## config.mk

```make
export PLATFORM = sky130hd
export DESIGN_NAME = serial_frame_deserializer_flat
export DESIGN_NICKNAME = d
export VERILOG_FILES = /design/src/rtl/serial_frame_deserializer_if.sv /design/src/rtl/serial_frame_deserializer.sv /design/src/flat_wrapper.sv
export SDC_FILE = /design/constraint.sdc
export NUM_CORES = 1
export LEC_CHECK = 0
export BUFFER_PORTS_ARGS = -buffer_cell sky130_fd_sc_hd__buf_2
export CORE_AREA = 2 2 50 52
export CTS_CLUSTER_SIZE = 14
export DETAILED_ROUTE_END_ITERATION = 8
export DIE_AREA = 0 0 52 54
export HOLD_SLACK_MARGIN = 0.03
export PLACE_DENSITY = 0.9
export REMOVE_ABC_BUFFERS = 1
export SLEW_MARGIN = 40
export SYNTH_ARGS = -nofsm -noshare
export SYNTH_HDL_FRONTEND = slang
export SYNTH_SLANG_ARGS = --single-unit
export TNS_END_PERCENT = 10
```

## constraint.sdc

```tcl
create_clock -name clk -period 3.4 [get_ports clk]
set_input_delay 0.68 -clock clk [delete_from_list [all_inputs] [get_ports clk]]
set_output_delay 0.68 -clock clk [all_outputs]
set_load 0.1 [all_outputs]
```

## src/rtl/serial_frame_deserializer_if.sv

```systemverilog
// Serial-in / word-out bundle for serial_frame_deserializer.
// slave = deserializer side, master = stream source plus downstream consumer.
interface serial_frame_deserializer_if #(
    parameter int WIDTH     = 8,
    parameter int ERR_CNT_W = 4
);
    logic                 din;
    logic                 din_en;
    logic [WIDTH-1:0]     dout;
    logic                 dout_valid;
    logic                 dout_ready;
    logic                 frame_err;
    logic                 parity_err;
    logic                 overrun;
    logic [ERR_CNT_W-1:0] err_count;

    modport slave (
        input  din, din_en, dout_ready,
        output dout, dout_valid, frame_err, parity_err, overrun, err_count
    );

    modport master (
        output din, din_en, dout_ready,
        input  dout, dout_valid, frame_err, parity_err, overrun, err_count
    );
endinterface

```

## src/rtl/serial_frame_deserializer.sv

```systemverilog
// Framed serial-to-parallel deserializer with one-entry valid/ready output and error counting.
// Optional even-parity bit after the data bits is enabled by defining DESER_PARITY_EN.
module serial_frame_deserializer #(
    parameter int WIDTH     = 8,
    parameter int ERR_CNT_W = 4
) (
    input  logic                         clk,
    input  logic                         rst_n,
    serial_frame_deserializer_if.slave   bus
);
    localparam int CW = (WIDTH > 1) ? $clog2(WIDTH) : 1;
    localparam logic [ERR_CNT_W-1:0] ERR_MAX = '1;

`ifdef DESER_PARITY_EN
    typedef enum logic [1:0] {IDLE, DATA, PARITY, STOP} state_t;
`else
    typedef enum logic [1:0] {IDLE, DATA, STOP} state_t;
`endif

    state_t               state;
    logic [CW-1:0]        cnt;
    logic [WIDTH-1:0]     shreg;
    logic                 par_bad;

    logic [WIDTH-1:0]     dout_r;
    logic                 dout_valid_r;
    logic                 frame_err_r;
    logic                 overrun_r;
    logic [ERR_CNT_W-1:0] err_count_r;

    logic                 stop_smp, out_free;
    logic                 ev_fe, ev_pe, ev_ov, ev_load;
    logic [1:0]           ev_n;
    logic [ERR_CNT_W:0]   err_sum;
    logic [ERR_CNT_W-1:0] err_next;

    // All completion decisions are made on the edge that samples the stop bit.
    always_comb begin
        stop_smp = bus.din_en && (state == STOP);
        out_free = !dout_valid_r || bus.dout_ready;
        ev_fe    = stop_smp && !bus.din;
        ev_pe    = stop_smp && par_bad;
        ev_load  = stop_smp && bus.din && !par_bad && out_free;
        ev_ov    = stop_smp && bus.din && !par_bad && !out_free;
        ev_n     = {1'b0, ev_fe} + {1'b0, ev_pe} + {1'b0, ev_ov};
        err_sum  = {1'b0, err_count_r} + (ERR_CNT_W+1)'(ev_n);
        err_next = (err_sum > {1'b0, ERR_MAX}) ? ERR_MAX : err_sum[ERR_CNT_W-1:0];
    end

`ifdef DESER_PARITY_EN
    logic parity_err_r;
`else
    assign par_bad = 1'b0;
`endif

    always_ff @(posedge clk or negedge rst_n) begin
        if (!rst_n) begin
            state        <= IDLE;
            cnt          <= '0;
            shreg        <= '0;
            dout_r       <= '0;
            dout_valid_r <= 1'b0;
            frame_err_r  <= 1'b0;
            overrun_r    <= 1'b0;
            err_count_r  <= '0;
`ifdef DESER_PARITY_EN
            par_bad      <= 1'b0;
            parity_err_r <= 1'b0;
`endif
        end else begin
            frame_err_r <= ev_fe;
            overrun_r   <= ev_ov;
            err_count_r <= err_next;
`ifdef DESER_PARITY_EN
            parity_err_r <= ev_pe;
`endif
            if (ev_load) begin
                dout_r       <= shreg;
                dout_valid_r <= 1'b1;
            end else if (dout_valid_r && bus.dout_ready) begin
                dout_valid_r <= 1'b0;
            end

            if (bus.din_en) begin
                case (state)
                    IDLE: begin
                        if (!bus.din) begin
                            state <= DATA;
                            cnt   <= '0;
                        end
                    end
                    DATA: begin
                        shreg[cnt] <= bus.din;
                        if (cnt == CW'(WIDTH-1)) begin
`ifdef DESER_PARITY_EN
                            state <= PARITY;
`else
                            state <= STOP;
`endif
                        end else begin
                            cnt <= cnt + CW'(1);
                        end
                    end
`ifdef DESER_PARITY_EN
                    PARITY: begin
                        // Even parity: the parity bit equals the XOR of the data bits.
                        par_bad <= (bus.din != ^shreg);
                        state   <= STOP;
                    end
`endif
                    STOP:    state <= IDLE;
                    default: state <= IDLE;
                endcase
            end
        end
    end

    assign bus.dout       = dout_r;
    assign bus.dout_valid = dout_valid_r;
    assign bus.frame_err  = frame_err_r;
    assign bus.overrun    = overrun_r;
    assign bus.err_count  = err_count_r;
`ifdef DESER_PARITY_EN
    assign bus.parity_err = parity_err_r;
`else
    assign bus.parity_err = 1'b0;
`endif
endmodule

```

## src/flat_wrapper.sv

```systemverilog
// flat-port wrapper written by rule: the top's interface ports become plain ports
module serial_frame_deserializer_flat 
#(
    parameter int WIDTH     = 8,
    parameter int ERR_CNT_W = 4
)
  (clk, rst_n, bus_din, bus_din_en, bus_dout_ready, bus_dout, bus_dout_valid, bus_frame_err, bus_parity_err, bus_overrun, bus_err_count);
  serial_frame_deserializer_if #(.WIDTH(WIDTH), .ERR_CNT_W(ERR_CNT_W)) bus_i ();
  input  logic clk;
  input  logic rst_n;
  input wire logic [$bits(bus_i.din)-1:0] bus_din;
  input wire logic [$bits(bus_i.din_en)-1:0] bus_din_en;
  input wire logic [$bits(bus_i.dout_ready)-1:0] bus_dout_ready;
  output wire logic [$bits(bus_i.dout)-1:0] bus_dout;
  output wire logic [$bits(bus_i.dout_valid)-1:0] bus_dout_valid;
  output wire logic [$bits(bus_i.frame_err)-1:0] bus_frame_err;
  output wire logic [$bits(bus_i.parity_err)-1:0] bus_parity_err;
  output wire logic [$bits(bus_i.overrun)-1:0] bus_overrun;
  output wire logic [$bits(bus_i.err_count)-1:0] bus_err_count;
  assign bus_i.din = bus_din;
  assign bus_i.din_en = bus_din_en;
  assign bus_i.dout_ready = bus_dout_ready;
  assign bus_dout = bus_i.dout;
  assign bus_dout_valid = bus_i.dout_valid;
  assign bus_frame_err = bus_i.frame_err;
  assign bus_parity_err = bus_i.parity_err;
  assign bus_overrun = bus_i.overrun;
  assign bus_err_count = bus_i.err_count;
  serial_frame_deserializer #(.WIDTH(WIDTH), .ERR_CNT_W(ERR_CNT_W)) u_core (.clk(clk), .rst_n(rst_n), .bus(bus_i));
endmodule
```

==> results of run 1 <==
[synth_stat cells]
library cell	n	area, sq um
nand3_1	3	15.0
dfrtp_1	28	701
ha_1	3	37.5
nand3b_1	2	15.0
buf_4	3	22.5
nor2b_1	1	6.26
and4bb_2	1	12.5
mux2_1	4	45.0
buf_6	2	22.5
nand2b_1	4	25.0
inv_1	1	3.75
nor3b_1	4	30.0
nand2_1	5	18.8
nor2_1	8	30.0
nor3_1	2	10.0
conb_1	1	3.75
nand4b_1	3	26.3
fa_1	1	20.0
nor4bb_1	1	10.0
mux2i_1	1	10.0
mux2_2	16	180
clkbuf_1	1	3.75
o21ai_0	1	5.00
[registers in the layout, indices dropped and copies added, names as in the netlist]
signal and flops:
u_core.bus.dout 8, u_core.shreg 8, u_core.bus.err_count 4, u_core.cnt 3
u_core.state 2, u_core.bus.dout_valid 1, u_core.bus.frame_err 1, u_core.bus.overrun 1
[path summary, 6_finish.rpt]
check,from,end,slack [ns],cells past startpoint
worst max-delay path,u_core.bus.err_count[3],bus_err_count[3],1.53,1
worst min-delay path,rst_n,u_core.bus.dout[2],0.34,1
worst max register to register,u_core.state[1],u_core.bus.err_count[2],1.53,6
worst min register to register,u_core.shreg[2],u_core.shreg[2],0.51,1
max in group asynchronous,rst_n,u_core.shreg[5],2.67,1
min in group clk,u_core.shreg[2],u_core.shreg[2],0.51,1
[layer usage]
| metal | vias up | GRT usage [%] | part of all wire (%) |
|---|---|---|---|
| li1 | 366 | - | - |
| met1 | 382 | 19.3 | 44 |
| met2 | 11 | 31.4 | 52 |
| met3 | 4 | 1.67 | 1.9 |
| met4 | 0 | 9.21 | 1.9 |
| met5 | - | 0 | 0 |
[where the power goes]
group / internal [mW] / total (mW) / switching, mW
clock: 0.0416 / 0.130 / 0.0881
sequential: 0.394 / 0.458 / 0.0641
combinational: 0.0837 / 0.179 / 0.0949
[cell type report]
class,instances,area (sq um),area share [%]
tap,30,37.5,2.76
inverter,1,3.75,0.276
multi-input combinational,61,500,36.8
timing repair buffer,19,95.1,6.99
sequential,28,701,51.5
clock buffer,3,22.5,1.66
[per-stage QoR]
stage | setup WS (ns) | instance area (sq um)
2_1_floorplan | 1.38 | 1200
3_3_place_gp | 1.35 | 1340
3_5_place_dp | 1.23 | 1340
4_1_cts | 1.52 | 1360
5_1_grt | 1.43 | 1360
6_report | 1.53 | 1360
[cells by family after synthesis]
family,count (synthesis),synth area share (%)
flip-flops,28,55.9
multiplexers,21,18.8
adder cells (fa/ha/maj),4,4.59
AND/OR/NAND/NOR,34,15.9
other,1,0.299
buffers and inverters,7,4.19
AO/OA/AOI/OAI,1,0.399
[worst register-to-register path, delay by kind of cell (launching register included)]
kind	cells	cell delay (ns)
DFF	1	0.51
and+or+nand+nor	4	0.73
adders and majority gates	2	0.54
==> results_dict.tcl, run 1 <==
set metrics [dict create \
    cp-start-kind "register" \
    viasPerCell 5.37 \
    synth_warnings 0 \
    crit_chain "buf_2" \
    clockRootBuffer "clkbuf_4" \
    layout_worst_path_cycle_share_pct 55.1 \
    cp_max_fo 4 \
    setup-tns-final_ns 0 \
    globalRouteOverflowTotal 0 \
    required_ns 2.72 \
    yosys_register_bits 28 \
    fin_crit_ns 1.87 \
    total_power_mw 0.767 \
    vias 763 \
    post_cts_buffers 0 \
    ant_nets 0 \
    netlist_instances 96 \
    place_congestion 0.756 \
    mostFrequentLayoutCells "dfrtp_1, buf_2, mux2_2" \
    synth.yosys.seq_area_share_pct 55.9 \
    grt_max_degree 29 \
    die_h_microns 54 \
    syn_area_per_cell_sq_um 13.1 \
    slew_violations 0 \
    area_growth_pct 8.48 \
    grt_use_total_pct 17.0 \
    cts_made_buffers 3 \
    fill_cells 189 \
    cp.buffers_inverters 1 \
    post_drt_wl_per_cell_microns 14.5 \
    cts_buffer_depth 2 \
    final_util_pct 58.6 \
    p_per_area_nw_per_um2 564 \
    drtIter0Drc 5 \
    crit_type "reg -> out" \
    rows 18 \
    grt_pass1_vias 773 \
    hold_class "in -> async" \
    cts-resized-gates 0 \
    grt_pass1_wl_microns 3390 \
    dieArea_sq_um 2810 \
    cpPeakStageDelay_ns 0.45 \
    final_cells 142 \
    rsz0062_at_grt "no" \
    nNetsFinal 123 \
    drive_above_1_share_pct 34.8 \
    drc 0 \
    cts-htree-levels 1 \
    fmax_mhz 534 \
    layout_commonest_cell "dfrtp_1" \
    clock_skew_ns 0.000639 \
    cts_tree "done" \
    ioPinCount 21 \
    cts_hold_buf 0 \
    cp-end-kind "output port" \
    p_leak_nw 0.717 \
    dr.pass1.iters 4 \
    cp_data_arrival_time_ns 1.19 \
    syn_area_sq_um 1250 \
    critPathTopFamily "buffers and inverters" \
    worst_slew_pin_slew_ns 0.661 \
    hold_violations 0 \
    dp_hpwl_microns 1580 \
    peakVddDrop_mv 0.380 \
    critPathSlowestCell "buf_2" \
    die_w_microns 52 \
    placed_cells 139 \
    wirelength_microns 2070 \
    outcome "completed" \
    antenna_found_initial 0 \
    synth_cell_types 23 \
    start_util_pct 54.0 \
    clkTransAtPathRegs_ns 0.13 \
    whs_ns 0.342 \
    clock_latency_ns 0.32 \
    cts.sink_count 28 \
    core_area_sq_um 2320 \
    port_buffers 19 \
    antenna_cells 0 \
    setup_viol 0 \
    maxCapViolCount 0 \
    max-slew-margin-rel_pct 55.8 \
]
Note: power is estimated with default switching activity, not from simulation.
==> inputs of run 2 (changes only) <==
--- a/config.mk
+++ b/config.mk
@@ -5,13 +5,14 @@
 export SDC_FILE = /design/constraint.sdc
 export NUM_CORES = 1
 export LEC_CHECK = 0
+export ABC_AREA = 1
 export BUFFER_PORTS_ARGS = -buffer_cell sky130_fd_sc_hd__buf_2
-export CORE_AREA = 2 2 50 52
+export CORE_AREA = 2 2 56 58
 export CTS_CLUSTER_SIZE = 14
 export DETAILED_ROUTE_END_ITERATION = 8
-export DIE_AREA = 0 0 52 54
+export DIE_AREA = 0 0 58 60
 export HOLD_SLACK_MARGIN = 0.03
-export PLACE_DENSITY = 0.9
+export PLACE_DENSITY = 0.81
 export REMOVE_ABC_BUFFERS = 1
 export SLEW_MARGIN = 40
 export SYNTH_ARGS = -nofsm -noshare
==> constraint.sdc (replaced) <==
create_clock -name clk -period 1.6 [get_ports clk]
set_input_delay 0.32 -clock clk [delete_from_list [all_inputs] [get_ports clk]]
set_output_delay 0.32 -clock clk [all_outputs]
set_load 0.1 [all_outputs]
==> run 2 against run 1 <==
Effect of this change:
- sequential share of layout area decreased by 7.9 points
- clock power grew 120%
- largest power group unchanged
- setup slack got worse by 1.5 ns
- critical endpoint unchanged
- highest routed layer unchanged
- via count increased by 40%
==> results_dict.tcl, run 2 <==
set metrics [dict create \
    dp_hpwl_microns 1750 \
    min_from "bus_dout_ready" \
    layout_worst_path_cycle_share_pct 97.6 \
    synth_top_area_share_pct 52.8 \
    synth_warnings 0 \
    synth_flop_cell "dfrtp_1" \
    multi_input_area_sq_um 601 \
    critPathSlowestCell "buf_2" \
    setup_viol 0 \
    fill_cells 269 \
    rows 20 \
    rsz0062_at_grt "yes" \
    netlist_instances 153 \
    final_util_pct 55.4 \
    drtIter0Drc 35 \
    synth.most_common_cell "nand2_1" \
    synth.yosys.seq_area_share_pct 52.8 \
    yosys_register_bits 28 \
    peakVddDrop_mv 0.584 \
    p_switching_mw 0.485 \
    combPwrFrac_pct 21.7 \
    vias 1068 \
    syn_area_per_cell_sq_um 8.68 \
    cts_made_buffers 3 \
    place_congestion 0.852 \
    cts-htree-levels 1 \
    grt_pass1_wl_microns 4000 \
    cts_buffer_depth 2 \
    viasPerCell 4.97 \
    layout_commonest_cell "nand2_1" \
    path_depth 1 \
    p_per_area_nw_per_um2 924 \
    clkTransAtPathRegs_ns 0.14 \
    ant_nets 0 \
    globalRouteOverflowTotal 0 \
    grt_use_total_pct 15.5 \
    worst_slew_pin_slew_ns 0.594 \
    synth_cell_types 22 \
    slew_violations 0 \
    seqCellArea_sq_um 702 \
    synthArstFlopShare_pct 100 \
    p_seq_share_pct 58.6 \
    cts_tree "done" \
    critPathTopFamily "buffers and inverters" \
    grt_pass1_vias 902 \
    r2r_end "u_core.bus.err_count[3]" \
    p_int_mw 1.00 \
    area_growth_pct 21.2 \
    place_ws_ns -0.169 \
    crit_chain "buf_2" \
    die_w_microns 58 \
    synth.top_cells.by_count "nand2_1, dfrtp_1, nand3_1, inv_1, nor2_1" \
    required_ns 1.28 \
    clockRootBuffer "clkbuf_4" \
    post_drt_wl_per_cell_microns 11.4 \
    worst_slack_ns 0.0386 \
    clock_skew_ns 0.00495 \
    maxCapViolCount 0 \
    p_leak_nw 0.937 \
    cp.buffers_inverters 1 \
    hold-path-cell-count 4 \
    mostFrequentLayoutCells "nand2_1, dfrtp_1, buf_2" \
    fmax_mhz 640 \
    synth-edff-count 0 \
    syn_area_sq_um 1330 \
    hold_class "in -> reg" \
    nNetsFinal 193 \
    dr.pass1.iters 4 \
    port_buffers 19 \
    synth_area_leaders "dfrtp_1, nand2_1, nand3_1, nand4_1, inv_1" \
    total_power_mw 1.49 \
    antenna_found_initial 0 \
    core_area_sq_um 2900 \
    cp_max_fo 3 \
    die_h_microns 60 \
    whs_endpoint "u_core.bus.overrun" \
    drc 0 \
    outcome "completed" \
    start_util_pct 45.7 \
    timing.rr.start "u_core.state[0]" \
    ff2ff_setup_slack_ns 0.09 \
    cp_data_arrival_time_ns 1.24 \
    max-slew-margin-rel_pct 60.4 \
    grt_max_degree 29 \
    crit_type "reg -> out" \
    fin_crit_ns 1.56 \
    p_sw_share_pct 32.6 \
    cts.sink_count 28 \
    clock_latency_ns 0.33 \
    synth_area_leader_cell "dfrtp_1" \
    clockPowerShare_pct 19.7 \
    setup-tns-final_ns 0 \
    wirelength_microns 2460 \
    hold_violations 0 \
    drive_above_1_share_pct 27.5 \
    cpPeakStageDelay_ns 0.46 \
    dieArea_sq_um 3480 \
    cp-end-kind "output port" \
    cp-start-kind "register" \
    whs_ns 0.261 \
    reg2reg_depth 9 \
    ioPinCount 21 \
    antenna_cells 0 \
]
==> run 2: changes by cell type after synthesis, moves of 5 or more <==
cell | previous run | this run
nand2_1 | 5 | 51
mux2_2 | 16 | 0
nand3_1 | 3 | 18
inv_1 | 1 | 13
nand4_1 | 0 | 8
o21ai_0 | 1 | 6
==> run 2: logic make-up (layout without fill, tap and decap cells) <==
logic type / Yosys count / in the layout / synth area share, %
other cells: 1 / 1 / 0.282
compound gates: 8 / 8 / 3.30
xor+xnor: 1 / 1 / 0.660
fa+ha+maj: 4 / 4 / 4.34
flops: 28 / 28 / 52.8
buf+inv: 19 / 48 / 5.94
simple gates: 92 / 92 / 32.7
==> run 2: repair_timing <==
item / in CTS / in global routing
setup endpoints to repair: 4 / 7
gates resized for setup: 3 / 14
hold buffers: 1 / 0
endpoints found under the hold margin: 28 / 0
pin swaps: 0 / 3
buffers inserted: 0 / 1
==> run 2: area by class of cell <==
type	count	share of cell area, %
Sequential cell	28	43.6
Clock buffer	3	1.40
Tap cell	33	2.57
Multi-Input combinational cell	106	37.3
Inverter	14	3.27
Timing Repair Buffer	31	11.8
==> run 2: how the worst max path moves through the flow <==
stage | from | end | slack (ns)
6_report | u_core.bus.err_count[3] | bus_err_count[3] | 0.04
5_1_grt | u_core.cnt[1] | u_core.cnt[1] | -0.04
4_1_cts | u_core.state[1] | u_core.bus.err_count[2] | 0.008
3_5_place_dp | bus_din | u_core.bus.err_count[2] | -0.17
3_3_place_gp | bus_din | u_core.bus.err_count[2] | -0.12
2_1_floorplan | u_core.bus.dout_valid | u_core.bus.err_count[2] | -0.88
==> run 2: power groups by stage <==
stage | combinational [mW] | clock, mW | sequential, mW
floorplan | 0.194 | 0 | 0.899
global placement | 0.304 | 0 | 0.880
detailed placement | 0.315 | 0 | 0.884
CTS | 0.319 | 0.303 | 0.869
global route | 0.368 | 0.329 | 0.889
finish | 0.323 | 0.292 | 0.872
==> run 2: per-stage QoR <==
stage | instance area (sq um) | std cells
finish | 1610 | 215
global route | 1610 | 215
CTS | 1560 | 214
detailed placement | 1510 | 210
global placement | 1510 | 210
floorplan | 1300 | 148
==> run 2: metal layers <==
metal	GRT usage, %	wire length (microns)	vias up
met4	7.97	51	0
met1	21.9	1150	492
met5	0	0	-
li1	-	-	553
met2	23.1	1190	18
met3	2.60	70	5
